### src/rtl/chacha_block_function.sv
// rtl/chacha_block_function.sv - ChaCha20 block function, free-running keystream generator
// Emits one 512-bit keystream block every ROUNDS+2 cycles with a one-cycle strobe.
module chacha_block_function #(
  parameter int          ROUNDS       = 20,
  parameter logic [31:0] COUNTER_INIT = 32'd1
) (
  input  logic        clk,
  input  logic        rst,
  input  logic [31:0] Key       [0:7],
  input  logic [31:0] Nonce     [2:0],
  input  logic [31:0] Constant  [3:0],
  output logic [31:0] MatrixOut [3:0][3:0],
  output logic        serial_enable
);

  typedef enum logic [1:0] {LOAD, ROUND, FINAL} state_t;

  state_t      state;
  logic [31:0] counter;
  logic [7:0]  rnd;
  logic        blockready;
  logic [31:0] chachatoQround [0:3][0:3];
  logic [31:0] init_s [0:15];
  logic [31:0] w      [0:15];
  logic [31:0] w_next [0:15];
  logic [127:0] q;
  logic [3:0]  ia, ib, ic, id;

  assign serial_enable = blockready;

  function automatic logic [31:0] rotl(input logic [31:0] x, input int n);
    return (x << n) | (x >> (32 - n));
  endfunction

  function automatic logic [127:0] qr(input logic [31:0] a_in, b_in, c_in, d_in);
    logic [31:0] a, b, c, d;
    a = a_in; b = b_in; c = c_in; d = d_in;
    a = a + b; d = rotl(d ^ a, 16);
    c = c + d; b = rotl(b ^ c, 12);
    a = a + b; d = rotl(d ^ a, 8);
    c = c + d; b = rotl(b ^ c, 7);
    return {a, b, c, d};
  endfunction

  always_comb begin
    for (int c = 0; c < 4; c++) begin
      chachatoQround[0][c] = Constant[c];
      chachatoQround[1][c] = Key[c];
      chachatoQround[2][c] = Key[4 + c];
    end
    chachatoQround[3][0] = counter;
    chachatoQround[3][1] = Nonce[0];
    chachatoQround[3][2] = Nonce[1];
    chachatoQround[3][3] = Nonce[2];
  end

  // rnd[0]=0 selects column round; rnd[0]=1 rotates rows 1..3 into diagonals
  always_comb begin
    w_next = w;
    q  = '0;
    ia = '0; ib = '0; ic = '0; id = '0;
    for (int i = 0; i < 4; i++) begin
      ia = {2'd0, 2'(i)};
      ib = {2'd1, 2'(i) + {1'b0, rnd[0]}};
      ic = {2'd2, 2'(i) + {rnd[0], 1'b0}};
      id = {2'd3, 2'(i) + {2{rnd[0]}}};
      q  = qr(w[ia], w[ib], w[ic], w[id]);
      w_next[ia] = q[127:96];
      w_next[ib] = q[95:64];
      w_next[ic] = q[63:32];
      w_next[id] = q[31:0];
    end
  end

  always_ff @(posedge clk) begin
    if (rst) begin
      state      <= LOAD;
      counter    <= COUNTER_INIT;
      rnd        <= '0;
      blockready <= 1'b0;
      for (int r = 0; r < 4; r++)
        for (int c = 0; c < 4; c++)
          MatrixOut[r][c] <= '0;
    end else begin
      blockready <= 1'b0;
      case (state)
        LOAD: begin
          for (int r = 0; r < 4; r++)
            for (int c = 0; c < 4; c++) begin
              init_s[4*r + c] <= chachatoQround[r][c];
              w[4*r + c]      <= chachatoQround[r][c];
            end
          rnd   <= '0;
          state <= ROUND;
        end
        ROUND: begin
          for (int i = 0; i < 16; i++)
            w[i] <= w_next[i];
          rnd <= rnd + 8'd1;
          if (rnd == 8'(ROUNDS - 1))
            state <= FINAL;
        end
        FINAL: begin
          for (int r = 0; r < 4; r++)
            for (int c = 0; c < 4; c++)
              MatrixOut[r][c] <= w[4*r + c] + init_s[4*r + c];
          blockready <= 1'b1;
          counter    <= counter + 32'd1;
          state      <= LOAD;
        end
        default: state <= LOAD;
      endcase
    end
  end

endmodule

### config.mk
export PLATFORM = sky130hd
export DESIGN_NAME = chacha_block_function
export DESIGN_NICKNAME = d
export VERILOG_FILES = /design/src/rtl/chacha_block_function.sv
export SDC_FILE = /design/constraint.sdc
export NUM_CORES = 2
export LEC_CHECK = 0
export CORE_ASPECT_RATIO = 2
export CORE_UTILIZATION = 43
export CTS_CLUSTER_SIZE = 12
export DETAILED_ROUTE_END_ITERATION = 16
export GPL_TIMING_DRIVEN = 0
export PLACE_DENSITY = 0.7
export SLEW_MARGIN = 25
export SYNTH_ARGS = -nofsm -noshare
export SYNTH_HDL_FRONTEND = slang
export SYNTH_SLANG_ARGS = --single-unit
### constraint.sdc
create_clock -name clk -period 65.5 [get_ports clk]
set_input_delay 16.375 -clock clk [delete_from_list [all_inputs] [get_ports clk]]
set_output_delay 16.375 -clock clk [all_outputs]
set_load 0.01 [all_outputs]
==> results.tsv, run 1 <==
stage	metric	value	unit
floorplanning	start_util	43.29	%
logic_synthesis	syn_area_per_cell	9.082	um^2
logic_synthesis	synth_most_common_cell	nand2_1	
grt	grt_pass1_vias	153700	
grt	grt_max_degree	26	
logic_synthesis	netlist_instances	12710	
grt	grt_overflow	4931	
floorplanning	die_w	368.3	um
logic_synthesis	yosys_register_bits	1579	
run_status	haltStage	global routing (5_1_grt)	
logic_synthesis	synth_common_cells	nand2_1, a21oi_1, edfxtp_1	
clock_tree	clock_path_buffers	4	
logic_synthesis	synth_seq_area_share	36.27	%
logic_synthesis	synth_fp_nets	14220	
clock_tree	numClockSinks	1579	
placement	portBuffers	993	
placement	place_ws	42890	ps
run_status	status	stopped before the end	
logic_synthesis	synthDistinctLibCells	109	
logic_synthesis	yosysTopAreaCell	edfxtp_1	
logic_synthesis	yosysWarnings	0	
floorplanning	die_y	734.7	um
logic_synthesis	ys.flop_type	edfxtp_1	
clock_tree	cts_setup_buffers	0	
clock_tree	cts_root_buffer	clkbuf_16	
logic_synthesis	synth_edf_count	1024	
logic_synthesis	synth_area_leaders	edfxtp_1, ha_1, dfxtp_1	
grt	grt_usage	83.07	%
clock_tree	cts_resized	0	
logic_synthesis	synth_top_area_share	26.64	%
clock_tree	cts_hold_buf	0	
clock_tree	cts_htree_levels	4	
placement	place_hpwl	776000	um
run_status	tool.error	[ERROR GRT-0116] Global routing finished with congestion. Check the congestion regions in the DRC Viewer.	
logic_synthesis	synthesis.area	115400	um^2
logic_synthesis	async_reset_ff_share	0	%
placement	gp_congestion	1.266	
clock_tree	cts-buffers-inserted	169	
grt	grt_pass1_wl	1615000	um
floorplanning	pin_count	995	
floorplanning	rows	268	
logic make-up after synthesis:
family	Yosys count	synth area share [%]
buffers and inverters	903	2.981
flip-flops	1579	36.27
multiplexers	524	4.769
AND/OR/NAND/NOR	3636	14.03
AO/OA/AOI/OAI	3619	19.52
XOR/XNOR	1420	11.10
adder cells (fa/ha/maj)	1026	11.33
metrics by stage:
step,hold WS (ps),instance area [um^2],std cells,TNS [ps]
4_1_cts,450.5,142500,17830,0
3_5_place_dp,442.5,137300,17520,0
3_3_place_gp,434.1,129700,17210,-5476220
2_1_floorplan,449.7,115400,12710,0
metal layers:
metal / GRT overflow / global-route usage, %
met3: 26 / 66.50
met2: 3459 / 101.7
met5: 8 / 30.40
met4: 1418 / 88.90
met1: 20 / 80.03
==> run 2: changes to the inputs <==
CORE_ASPECT_RATIO = unset   (was 2)
CORE_UTILIZATION = 28   (was 43)
CTS_CLUSTER_SIZE = unset   (was 12)
PLACE_DENSITY = unset   (was 0.7)
PLACE_DENSITY_LB_ADDON = 0.15   (was unset)
==> results.tsv, run 2 <==
stage	metric	value	unit
critical_path	max_stage_delay	960	ps
logic_synthesis	synth_common_cells	nand2_1, a21oi_1, edfxtp_1	
route	wl	908600	um
route	drc	0	
placement	post-place-cells	19450	
logic_synthesis	synth_fp_nets	14220	
floorplanning	dieArea	414700	um^2
grt	grt_usage	42.12	%
clock_tree	clock_latency	1010	ps
logic_synthesis	synth_edf_count	1024	
critical_path	r2r_setup_slack	43350	ps
logic_synthesis	yosysWarnings	0	
route	firstDrtPassIters	7	
final_layout	final_util	35.78	%
floorplanning	pin_count	995	
final_layout	final_cell_mix	nand2_1, a21oi_1, edfxtp_1	
final_layout	area_delta_synth_final	27.07	%
sta	rsz0062_at_grt	false	
sta	fin_worst_skew	91.26	ps
placement	gp_congestion	1.118	
sta	slew_viol_final	0	
grt	grt_pass1_wl	1129000	um
logic_synthesis	synth_area_leaders	edfxtp_1, ha_1, dfxtp_1	
critical_path	crit_slowest_cell	xnor2_1	
logic_synthesis	syn_area_per_cell	9.082	um^2
route	via_per_inst	5.827	
critical_path	cp.arrival	22830	ps
clock_tree	numClockSinks	1579	
sta	worstMarginPinSlew	1359	ps
route	antenna_left	0	
clock_tree	cts_tree	yes	
critical_path	required	66180	ps
logic_synthesis	synth_most_common_cell	nand2_1	
placement	place_hpwl	794300	um
route	wire_per_inst	45.59	um
route	num_vias	116100	
floorplanning	core-area	409900	um^2
clock_tree	cts_hold_buf	0	
critical_path	crit_type	reg2reg	
final_layout	final_common_cell	nand2_1	
logic_synthesis	synth_compound_area_share	19.52	%
placement	portBuffers	993	
final_layout	layout-drive-gt1-share	10.06	%
hold_path	hp-start	MatrixOut[491]	
clock_tree	cts_root_buffer	clkbuf_16	
logic_synthesis	synth_seq_area_share	36.27	%
logic_synthesis	ys.flop_type	edfxtp_1	
logic_synthesis	synthDistinctLibCells	109	
grt	grt_max_degree	24	
clock_tree	path_clk_slew	60	ps
critical_path	startpoint	rnd[0]	
sta	fin_ws	43350	ps
sta	relSlewSlack	9.067	%
sta	hold_viol	0	
clock_tree	cts-buffers-inserted	203	
sta	period_share	33.82	%
final_layout	largest_registers	MatrixOut (512), init_s (512), w (512)	
clock_tree	cts_setup_buffers	0	
floorplanning	start_util	28.16	%
sta	fin_crit	22150	ps
logic_synthesis	synth.area.mux_share	4.769	%
sta	fmax	45.15	MHz
placement	place_ws	42760	ps
critical_path	reg2reg_from	rnd[0]	
logic_synthesis	netlist_instances	12710	
final_layout	num-nets-final	15710	
hold_path	hold_path.class	reg2reg	
logic_synthesis	synth_top_area_share	26.64	%
critical_path	cp-start-kind	flop	
grt	antenna_found_initial	187	
logic_synthesis	yosysTopAreaCell	edfxtp_1	
logic_synthesis	synth-simple-area-share	14.03	%
floorplanning	rows	235	
logic_synthesis	synthesis.area	115400	um^2
floorplanning	die_y	644.0	um
critical_path	cp_max_fo	10	
clock_tree	cts_htree_levels	4	
run	maxCapViolations	0	
logic_synthesis	synth_top_family_by_area	compound AO/OA/AOI/OAI gates	
route	drtIter0Drc	15590	
floorplanning	die_w	644.0	um
run_status	status	complete, no violations	
logic_synthesis	yosys_register_bits	1579	
grt	grt_pass1_vias	106400	
grt	grt_overflow	0	
clock_tree	clock_path_buffers	4	
critical_path	endpoint_kind	flop	
clock_tree	cts_resized	0	
sta	setup_viol	0	
logic_synthesis	synthAdderAreaFrac	11.33	%
logic_synthesis	async_reset_ff_share	0	%
final_layout	final_cells	19930	
logic_synthesis	synth_xor_area_share	11.10	%
final_layout	num-fill-cells	42550	
## run 2: cell counts after synthesis
No cell type changed its count.
## run 2: per-layer routing
layer  vias to the layer above  track usage (%)  wire [um]  part of all wire [%]
met5                         -           0.4857        752                 0.083
met4                        62            29.13      74370                   8.2
met3                      1657            11.11      83700                   9.2
met2                      6890            63.24     385600                    42
met1                     58310            52.55     364200                    40
li1                      49210                -          -                     -
## run 2: final cells by class
class / instances / area, um^2 / share of cell area, %
antenna: 103 / 257.7 / 0.1758
timing repair buffer: 1291 / 14650 / 9.990
clock inverter: 87 / 980.9 / 0.6689
inverter: 451 / 1693 / 1.154
buffer: 452 / 2049 / 1.398
tap: 5451 / 6820 / 4.651
sequential: 1579 / 41860 / 28.54
multi-input combinational: 10230 / 72330 / 49.32
clock buffer: 292 / 6002 / 4.093
## run 2: worst max-delay path: cells and delay by family, from the launching register on
family	cells	cell delay (ps)
adders and majority gates	7	2650
and+or+nand+nor	4	680
AOI/OAI and AO/OA	24	7590
buffers and inverters	12	4910
muxes	1	880
xor gates and xnor gates	8	4520
DFF	1	500
## run 2: stage by stage
stage	hold slack [ps]	setup TNS, ps	cell area (um^2)
floorplan	449.7	0	115400
global placement	436.3	-7703650	132200
detailed placement	441.7	0	139300
CTS	451.5	0	146300
global route	462.8	0	146400
finish	449.5	0	146600
## run 2: worst paths after layout
kind / to / cells past startpoint
worst max register to register: w[287] / 56
worst min-delay path: MatrixOut[491] / 2
worst max-delay path: w[287] / 56
worst min register to register: MatrixOut[491] / 2
## run 2: cells by family after synthesis
group / after synthesis
AND/OR/NAND/NOR: 3636
AO/OA/AOI/OAI: 3619
flip-flops: 1579
XOR/XNOR: 1420
adder cells (fa/ha/maj): 1026
buffers and inverters: 903
multiplexers: 524
Power of run 2 is left out: the tool's default activity adds up to more than one toggle a clock period on the data nets, which glitch-free logic cannot reach.
